==> config.mk <==
export PLATFORM = sky130hd
export DESIGN_NAME = mc_control
export DESIGN_NICKNAME = d
export VERILOG_FILES = /design/src/rtl/mc_control.sv
export SDC_FILE = /design/constraint.sdc
export NUM_CORES = 1
export LEC_CHECK = 0
export BUFFER_PORTS_ARGS = -buffer_cell sky130_fd_sc_hd__buf_2
export CAP_MARGIN = 20
export CORE_ASPECT_RATIO = 1.1
export CORE_MARGIN = 8
export CORE_UTILIZATION = 30
export DETAILED_ROUTE_END_ITERATION = 6
export MAX_ROUTING_LAYER = met4
export PLACE_DENSITY_LB_ADDON = 0.08
export SYNTH_ARGS = -nofsm -noshare
export SYNTH_HDL_FRONTEND = slang
export SYNTH_SLANG_ARGS = --single-unit
==> constraint.sdc <==
create_clock -name clock -period 2.86 [get_ports clock]
set_clock_uncertainty 0.15 [all_clocks]
set_input_delay 0.143 -clock clock [delete_from_list [all_inputs] [get_ports clock]]
set_output_delay 0.143 -clock clock [all_outputs]
set_load 0.02 [all_outputs]
==> src/rtl/mc_control.sv <==
// mc_control: multi-cycle Moore sequencing controller for the MIPS datapath.
// Steps each instruction through fetch/decode/execute/memory/writeback and
// waits on mem_ready for the shared unified memory. Outputs decode from the
// current state (plus mem_ready in FETCH and opcode in the branching states).
// Optional build macro MC_ILLEGAL_TRAP_EN: an unknown opcode parks the FSM in
// TRAP (12) with trap=1 until reset; otherwise it executes as a NOP.
//
// state | meaning
// 0  FETCH     | read instruction at PC, PC += 4 when memory ready
// 1  DECODE    | branch target into ALUOut, dispatch on opcode
// 2  MEM_ADDR  | ALUOut = rs + sext(imm)
// 3  MEM_READ  | data read at ALUOut, wait for memory
// 4  MEM_WB    | MDR -> rt
// 5  MEM_WRITE | data write at ALUOut, wait for memory
// 6  R_EXEC    | rs op rt
// 7  R_WB      | ALUOut -> rd
// 8  BRANCH    | compare rs/rt, conditional PC load from ALUOut
// 9  I_EXEC    | rs op sext(imm)
// 10 I_WB      | ALUOut -> rt
// 11 JUMP      | PC = jump target
// 12 TRAP      | illegal opcode, held until reset (trap build only)

module mc_control #(
    parameter bit USE_MEM_READY = 1'b1
) (
    input  logic       clock,
    input  logic       reset,
    input  logic [5:0] opcode,
    input  logic       mem_ready,
    output logic       PCWrite,
    output logic [1:0] BranchOp,
    output logic       IorD,
    output logic       MemRead,
    output logic       MemWrite,
    output logic       IRWrite,
    output logic       MemtoReg,
    output logic       RegDst,
    output logic       RegWrite,
    output logic       ALUSrcA,
    output logic [1:0] ALUSrcB,
    output logic [2:0] ula_operation,
    output logic [1:0] PCSource,
    output logic [3:0] state_o,
    output logic       trap
);

    typedef enum logic [3:0] {
        S_FETCH     = 4'd0,
        S_DECODE    = 4'd1,
        S_MEM_ADDR  = 4'd2,
        S_MEM_READ  = 4'd3,
        S_MEM_WB    = 4'd4,
        S_MEM_WRITE = 4'd5,
        S_R_EXEC    = 4'd6,
        S_R_WB      = 4'd7,
        S_BRANCH    = 4'd8,
        S_I_EXEC    = 4'd9,
        S_I_WB      = 4'd10,
        S_JUMP      = 4'd11,
        S_TRAP      = 4'd12
    } state_t;

    localparam logic [5:0] OP_R    = 6'b000000;
    localparam logic [5:0] OP_LW   = 6'b100011;
    localparam logic [5:0] OP_SW   = 6'b101011;
    localparam logic [5:0] OP_BEQ  = 6'b000100;
    localparam logic [5:0] OP_BNE  = 6'b000101;
    localparam logic [5:0] OP_ADDI = 6'b001000;
    localparam logic [5:0] OP_ANDI = 6'b001100;
    localparam logic [5:0] OP_ORI  = 6'b001101;
    localparam logic [5:0] OP_SLTI = 6'b001010;
    localparam logic [5:0] OP_J    = 6'b000010;

    state_t state;
    logic   ready;

    assign ready = USE_MEM_READY ? mem_ready : 1'b1;

    // State register; unknown opcodes and unused encodings fall back to FETCH.
    always_ff @(posedge clock or posedge reset) begin
        if (reset) begin
            state <= S_FETCH;
        end else begin
            case (state)
                S_FETCH:     if (ready) state <= S_DECODE;
                S_DECODE: begin
                    case (opcode)
                        OP_LW, OP_SW:                      state <= S_MEM_ADDR;
                        OP_R:                              state <= S_R_EXEC;
                        OP_BEQ, OP_BNE:                    state <= S_BRANCH;
                        OP_ADDI, OP_ANDI, OP_ORI, OP_SLTI: state <= S_I_EXEC;
                        OP_J:                              state <= S_JUMP;
`ifdef MC_ILLEGAL_TRAP_EN
                        default:                           state <= S_TRAP;
`else
                        default:                           state <= S_FETCH;
`endif
                    endcase
                end
                S_MEM_ADDR:  state <= (opcode == OP_SW) ? S_MEM_WRITE : S_MEM_READ;
                S_MEM_READ:  if (ready) state <= S_MEM_WB;
                S_MEM_WRITE: if (ready) state <= S_FETCH;
                S_R_EXEC:    state <= S_R_WB;
                S_I_EXEC:    state <= S_I_WB;
`ifdef MC_ILLEGAL_TRAP_EN
                S_TRAP:      state <= S_TRAP;
`endif
                default:     state <= S_FETCH;
            endcase
        end
    end

    // Moore output decode; strobes are gated by reset so an abort never writes.
    always_comb begin
        PCWrite       = 1'b0;
        BranchOp      = 2'b00;
        IorD          = 1'b0;
        MemRead       = 1'b0;
        MemWrite      = 1'b0;
        IRWrite       = 1'b0;
        MemtoReg      = 1'b0;
        RegDst        = 1'b0;
        RegWrite      = 1'b0;
        ALUSrcA       = 1'b0;
        ALUSrcB       = 2'b00;
        ula_operation = 3'b000;
        PCSource      = 2'b00;
        trap          = 1'b0;
        case (state)
            S_FETCH: begin
                MemRead = 1'b1;
                ALUSrcB = 2'b01;
                IRWrite = ready;
                PCWrite = ready;
            end
            S_DECODE:    ALUSrcB = 2'b11;
            S_MEM_ADDR: begin
                ALUSrcA = 1'b1;
                ALUSrcB = 2'b10;
            end
            S_MEM_READ: begin
                MemRead = 1'b1;
                IorD    = 1'b1;
            end
            S_MEM_WB: begin
                RegWrite = 1'b1;
                MemtoReg = 1'b1;
            end
            S_MEM_WRITE: begin
                MemWrite = 1'b1;
                IorD     = 1'b1;
            end
            S_R_EXEC: begin
                ALUSrcA       = 1'b1;
                ula_operation = 3'b010;
            end
            S_R_WB: begin
                RegWrite = 1'b1;
                RegDst   = 1'b1;
            end
            S_BRANCH: begin
                ALUSrcA       = 1'b1;
                ula_operation = 3'b001;
                PCSource      = 2'b01;
                BranchOp      = (opcode == OP_BNE) ? 2'b10 : 2'b01;
            end
            S_I_EXEC: begin
                ALUSrcA = 1'b1;
                ALUSrcB = 2'b10;
                case (opcode)
                    OP_ANDI: ula_operation = 3'b011;
                    OP_ORI:  ula_operation = 3'b100;
                    OP_SLTI: ula_operation = 3'b101;
                    default: ula_operation = 3'b000;
                endcase
            end
            S_I_WB:      RegWrite = 1'b1;
            S_JUMP: begin
                PCWrite  = 1'b1;
                PCSource = 2'b10;
            end
`ifdef MC_ILLEGAL_TRAP_EN
            S_TRAP:      trap = 1'b1;
`endif
            default: ;
        endcase
        if (reset) begin
            PCWrite  = 1'b0;
            BranchOp = 2'b00;
            MemRead  = 1'b0;
            MemWrite = 1'b0;
            IRWrite  = 1'b0;
            RegWrite = 1'b0;
        end
    end

    assign state_o = reset ? 4'd0 : state;

endmodule
# Word level (Yosys, flattened, before mapping)

Index checks and enable logic that the tools add are counted.

Flip-flop bits (word level): 4
Latch bits: 0
RAM bits: 0
Bits in read-only memories: 0
Input bits: 9
Word-level logic and storage cells: 63
Memories: 0

Add/sub/neg operators: 0
$mul: 0
Divide/modulo/power cells: 0
Order comparisons: 0
Equal/unequal tests: 23
Shift operators: 0
Muxes and demuxes: 28
Bitwise gates (word level): 0
Reductions and logical operators: 11

Operator list:

| kind                                                 | number |
|---|---|
| one-hot mux 4 bit (7 select lines)                   | 1 |
| equality test 6 x 4 -> 1 bit (second input constant) | 4 |
| one-hot mux 4 bit (5 select lines)                   | 1 |
| one-hot mux 3 bit (3 select lines)                   | 2 |
| equality test 4 x 3 -> 1 bit (second input constant) | 4 |
| equality test 4 bit (second input constant)          | 4 |
| two-way mux 4 bit                                    | 4 |
| two-way mux 1 bit                                    | 13 |
| equality test 6 x 3 -> 1 bit (second input constant) | 2 |
| equality test 6 bit (second input constant)          | 2 |
| OR reduction 2 bit                                   | 5 |
| equality test 4 x 2 -> 1 bit (second input constant) | 2 |
| OR reduction 4 bit                                   | 2 |
| equality test 6 x 2 -> 1 bit (second input constant) | 1 |
| logical NOT 6 bit                                    | 1 |
| two-way mux 2 bit                                    | 3 |
| inequality test 2 bit (second input constant)        | 3 |
| one-hot mux 2 bit (3 select lines)                   | 1 |
| equality test 4 x 1 -> 1 bit (second input constant) | 1 |
| logical NOT 4 bit                                    | 1 |
| one-hot mux 2 bit (2 select lines)                   | 1 |
| two-way mux 3 bit                                    | 1 |
| AND reduction 3 bit                                  | 1 |
| OR reduction 3 bit                                   | 1 |
| one-hot mux 1 bit (2 select lines)                   | 1 |

# Depth between registers and ports, before layout

Gate-level depths: netlist of run 1.

Word-level depth: 4
Mapped depth: 5

# Least setup slack after synthesis of run 1

OpenSTA, ideal clock, no wires.

Kind: reg2out
Start: reg state[1]
End: out ula_operation[1]
Arrival: 1697 ps
Setup slack: 870 ps
Stages on the path, launching flop included: 5
Cell sequence: dfrtp_1 -> or2_1 -> clkbuf_2 -> or4_4 -> o41ai_2

Longest elaborated chain between the ends: 2
Elaborated cells on any way between the ends: 4

RTL lines:

| what                                                                | RTL line | source |
|---|---|---|
| from (decl)                                                         | 74       | `state_t state;` |
| from (signal assigned)                                              | 100      | `S_MEM_ADDR: state <= (opcode == OP_SW) ? S_MEM_WRITE : S_MEM_READ;` |
| equality test 4 bit or equality test 4 x 3 -> 1 bit (tied branches) | 129      | `case (state)` |
| one-hot mux 3 bit (3 select lines) (*)                              | 129      |  |
| to (decl)                                                           | 41       | `output logic [2:0] ula_operation,` |

Mark *: on every way between the ends. The rest lies on a longest branch, timed or not.

# Worst setup path in the final report of run 1

Start: reg state[1]
End: out ula_operation[0]

The elaborated chain is that of the path after synthesis.

==> results.cfg, run 1 <==
[logic_synthesis]
seq_area_frac_synth_pct = 16.5
synth_top_flop_cell = dfrtp_1
yosysUniqueCellTypes = 34
syn-cell-area_um2 = 607
syn-num-nets = 105
synth_area_leader_cell = dfrtp_1
syn_avg_cell_area_um2 = 6.32
synth_seq_cells = 4
yosys-top-cells-count = nor2_1, nand2_1, a21oi_1, nor3_1, clkbuf_1
synth_most_common_cell = nor2_1
synth_warnings = 0
synth_edf_count = 0
synth.top_cell.area_share_pct = 16.5
netlist_instances = 96
synth_area_leaders = dfrtp_1, nor2_1, a21oi_1
synthArstFlopShare_pct = 100

[floorplan]
die_y_um = 63.2
pin_count = 32
dieArea_um2 = 3720
initial_utilization_pct = 31.0
die_w_um = 58.9
coreArea_um2 = 1960
row_count = 17

[drt]
via_per_inst = 5.09
antenna_left = 0
drcViolationCount = 0
firstDrtPassIters = 4
drt-total-wl_um = 1970
wire_per_inst_um = 13.3
drt-initial-drc-count = 15
routed-via-count = 753

[power_and_ir_drop]
power.total_mw = 0.611
powerDensity_nw_per_um2 = 784
power_leakage_nw = 0.377
ir_drop_uv = 252

[layout]
largestRegisters = state: 4 flops
multi_input_area_um2 = 443
largest_register_ffs = 4
fin_nets = 131
drive_above_1_share_pct = 30.8
design_area_um2 = 779
regMostFlops = state
diodes = 0
fin_cells = 148
area_delta_synth_final_pct = 28.5
seqCellArea_um2 = 100
fillers = 234
utilization_pct = 39.8

[grt]
track_usage_pct = 11.4
grt_pass1_wl_um = 3380
antenna_found_initial = 0
overflow = 0
grt_pass1_vias = 775
grt_max_degree = 16

[sta]
max_freq_ghz = 0.427
hold_violations = 0
drv_slew = 0
period_share_pct = 81.9
min_period_ns = 2.34
setup_viol = 0
rsz0062_at_grt = no
setup_tns_ns = 0

[placed_design]
gp_congestion = 0.786
place_area_um2 = 747
post-place-cells = 144
hpwl_um = 1570
port_buffers = 30

[clock_tree]
cts_resized = 0
worst_skew_pair.late_latency_ns = 0.24
cts_tree = yes
clk_path_buf_depth = 2
cts_sinks = 4
root_buffer = clkbuf_4
h-tree-depth = 1
cts_buffers = 3
clk_pin_slew_ns = 0.04

[min_path]
hold_end = state[2]
min_path_cells = 4
hold_path.class = in -> reg
min_from = opcode[4]

[setup_path]
crit_path_end_kind = output pin
worstReg2RegStart = state[3]
crit_arrival_ns = 2.05
criticalPathCategory = reg -> out
crit_fanout = 14
reg2reg_slack_ns = 1.29
critPathLaunchType = register
crit_required_ns = 2.57
worst_r2r_endpoint = state[0]
ff2ff_path_depth = 4

[flow_run]
drv_cap = 0

[status]
outcome = finished, final reports clean
[stage by stage]
| step | hold WS (ns) | worst slack (ns) |
|---|---|---|
| 2_1_floorplan | -0.0308 | 0.870 |
| 3_3_place_gp | -0.00109 | 0.823 |
| 3_5_place_dp | -0.0166 | 0.787 |
| 4_1_cts | 0.132 | 0.524 |
| 5_1_grt | 0.177 | 0.410 |
| 6_report | 0.131 | 0.519 |
[layer usage]
layer	share of wire, %	vias to the layer above	global-route usage [%]
met5	0	-	-
met4	1.3	0	5.39
met3	4.4	4	2.84
met2	47	26	17.9
met1	48	343	13.1
li1	-	380	-
[worst max-delay path by stage]
stage,startpoint,cells past startpoint,slack [ns],endpoint
floorplan,state[1],4,0.87,ula_operation[1]
global placement,state[1],4,0.82,ula_operation[0]
detailed placement,state[1],4,0.79,ula_operation[1]
CTS,state[1],4,0.52,ula_operation[0]
global route,state[1],4,0.41,ula_operation[1]
finish,state[1],4,0.52,ula_operation[0]
[where the power goes]
group          leakage [nW]  switching, mW  internal (mW)  total (mW)
combinational         0.310          0.254          0.148       0.401
sequential           0.0533         0.0634         0.0752       0.139
clock                0.0138         0.0246         0.0470      0.0716
total                 0.377          0.342          0.270       0.611
[worst max-delay path, cell delays in order (launching register included)]
cell and delay, ns:
dfrtp_1 0.50, or2_1 0.36, or4_4 0.53, o31ai_2 0.22
buf_2 0.19
[cell type report]
| type | count | share of cell area [%] |
|---|---|---|
| Tap cell | 28 | 4.49 |
| Timing Repair Buffer | 31 | 20.5 |
| Clock buffer | 3 | 2.89 |
| Sequential cell | 4 | 12.8 |
| Multi-Input combinational cell | 77 | 56.8 |
| Inverter | 5 | 2.41 |
[cell families after synthesis]
kind of cell,after synthesis,share of synthesized area [%]
xor+xnor,1,1.44
other cells,1,0.618
compound gates,20,23.1
simple gates,52,42.7
mux,3,5.15
buf+inv,15,10.5
flops,4,16.5
[cells in the final DEF (no fill, tap or decap), drive strengths merged, types with 2 or more instances in the layout]
| cell | instances |
|---|---|
| nand3 | 4 |
| a31oi | 3 |
| nor3 | 7 |
| nor2 | 16 |
| inv | 5 |
| nor2b | 3 |
| mux2i | 2 |
| clkbuf | 3 |
| a21oi | 8 |
| nand2 | 10 |
| dfrtp | 4 |
| buf | 30 |
| o21ai | 2 |
| nand2b | 4 |
[repair_timing]
action	4_1_cts	5_1_grt
buffers inserted	0	0
hold buffers	1	0
endpoints found under the hold margin	4	0
Note: power is estimated with default switching activity, not from simulation.
==> inputs of run 2 (changes only) <==
--- a/config.mk
+++ b/config.mk
@@ -5,6 +5,7 @@
 export SDC_FILE = /design/constraint.sdc
 export NUM_CORES = 1
 export LEC_CHECK = 0
+export ABC_AREA = 1
 export BUFFER_PORTS_ARGS = -buffer_cell sky130_fd_sc_hd__buf_2
 export CAP_MARGIN = 20
 export CORE_ASPECT_RATIO = 1.1
==> constraint.sdc (replaced) <==
create_clock -name clock -period 2.3 [get_ports clock]
set_clock_uncertainty 0.15 [all_clocks]
set_input_delay 0.115 -clock clock [delete_from_list [all_inputs] [get_ports clock]]
set_output_delay 0.115 -clock clock [all_outputs]
set_load 0.02 [all_outputs]
==> results.cfg, run 2 <==
[status]
outcome = finished, final reports clean

[layout]
area_delta_synth_final_pct = 34.0
final_cell_mix = buf_2, nand2_1, nor2_1
largestRegisters = state: 4 flops
fin_nets = 154
regMostFlops = state
final_common_cell = buf_2
drive_above_1_share_pct = 34.3
largest_register_ffs = 4
design_area_um2 = 815
diodes = 0

[setup_path]
worst_r2r_endpoint = state[0]
crit_required_ns = 2.04
crit_arrival_ns = 1.54
critPathLaunchType = register
reg2reg_slack_ns = 0.92
crit_fanout = 6
crit_path_end = ula_operation[2]
crit_path_end_kind = output pin
worstReg2RegStart = state[0]
crit_start = state[2]
ff2ff_path_depth = 9
criticalPathCategory = reg -> out

[floorplan]
initial_utilization_pct = 31.1
die_y_um = 63.2
die_w_um = 58.9
pin_count = 32
coreArea_um2 = 1960
row_count = 17
dieArea_um2 = 3730

[logic_synthesis]
synth_edf_count = 0
synth_area_leaders = dfrtp_1, nand2_1, nor2_1
netlist_instances = 111
syn-num-nets = 120
synth_area_leader_cell = dfrtp_1
syn-cell-area_um2 = 608
synth_warnings = 0
synth.top_cell.area_share_pct = 16.5
syn_avg_cell_area_um2 = 5.48
yosysUniqueCellTypes = 24
synth_seq_cells = 4
synth_top_flop_cell = dfrtp_1
synth_most_common_cell = nand2_1
synthArstFlopShare_pct = 100
seq_area_frac_synth_pct = 16.5
yosys-top-cells-count = nand2_1, nor2_1, inv_1, nand3_1, nor2_2

[clock_tree]
clk_path_buf_depth = 2
root_buffer = clkbuf_4
clk_pin_slew_ns = 0.04
cts_buffers = 3
cts_tree = yes
h-tree-depth = 1
worst_skew_pair.late_latency_ns = 0.23
cts_sinks = 4

[sta]
min_period_ns = 1.80
rsz0062_at_grt = no
finalHoldWorstSlack_ns = 0.0748
setup_viol = 0
period_share_pct = 78.3
max_freq_ghz = 0.555
setup_tns_ns = 0
hold_violations = 0
drv_slew = 0
worst_slack_ns = 0.498

[drt]
firstDrtPassIters = 4
wire_per_inst_um = 11.4
routed-via-count = 794
drt-total-wl_um = 1950
antenna_left = 0
drcViolationCount = 0
drt-initial-drc-count = 16
via_per_inst = 4.64

[grt]
grt_pass1_wl_um = 3350
grt_max_degree = 10
overflow = 0
grt_pass1_vias = 799
track_usage_pct = 11.2
antenna_found_initial = 0

[min_path]
hold_path.class = in -> reg

[placed_design]
hpwl_um = 1670
place_ws_ns = 0.735
port_buffers = 30
gp_congestion = 0.896
place_area_um2 = 782

[flow_run]
drv_cap = 0

[power_and_ir_drop]
ir_drop_uv = 336
power_leakage_nw = 0.485
power.total_mw = 0.749
powerDensity_nw_per_um2 = 920
## run 2: report_power, final
| group | total, mW | leakage [nW] | internal (mW) | switching (mW) |
|---|---|---|---|---|
| combinational | 0.532 | 0.419 | 0.162 | 0.370 |
| sequential | 0.134 | 0.0529 | 0.0939 | 0.0399 |
| clock | 0.0838 | 0.0138 | 0.0582 | 0.0256 |
| total | 0.749 | 0.485 | 0.314 | 0.435 |
## run 2: area by class of cell
type                    instances  area, um2
inverters                      19       71.3
repair buffers                 31        160
clock buffers                   3       22.5
fillers                       224       1140
multi-input cells              86        425
flip-flops and latches          4        100
well taps                      28       35.0
## run 2: worst max-delay path, cell delays in order, from the launching register on
cell and delay (ns):
dfrtp_1 0.42, inv_1 0.11, nand2_1 0.15, nor2_2 0.16, inv_1 0.11, o31ai_2 0.17
buf_2 0.19
## run 2: per-layer routing
layer  global-route usage, %  routed length, um  up-vias
met3                    2.64                119        2
met2                    19.4                980       22
met4                    3.89                 26        0
met1                    11.8                826      347
met5                       -                  0        -
li1                        -                  -      423
## run 2: logic make-up after synthesis
group	count (synthesis)	share of synthesized area, %
AND/OR/NAND/NOR	72	55.1
buffers and inverters	21	13.6
AO/OA/AOI/OAI	13	14.2
flip-flops	4	16.5
other	1	0.617
## run 2: stage by stage
stage          instances  utilization (%)
3_5_place_dp         167             40.0
3_3_place_gp         167             40.0
2_1_floorplan        111                -
5_1_grt              171             41.6
6_report             171             41.6
4_1_cts              171             41.6
## run 2: worst min-delay path by stage
stage / start / end / slack, ns / depth (start not counted)
after floorplan: reset / state[0] / -0.05 / 2
after detailed placement: reset / state[1] / -0.03 / 2
after global placement: reset / state[0] / -0.03 / 2
final: opcode[4] / state[3] / 0.07 / 4
after global routing: opcode[4] / state[3] / 0.12 / 4
after CTS: opcode[5] / state[3] / 0.08 / 4
## run 2: repair_timing
action,CTS,global route
gates resized for setup,0,0
hold buffers,1,0
hold endpoints to repair,4,0
setup buffers,0,0
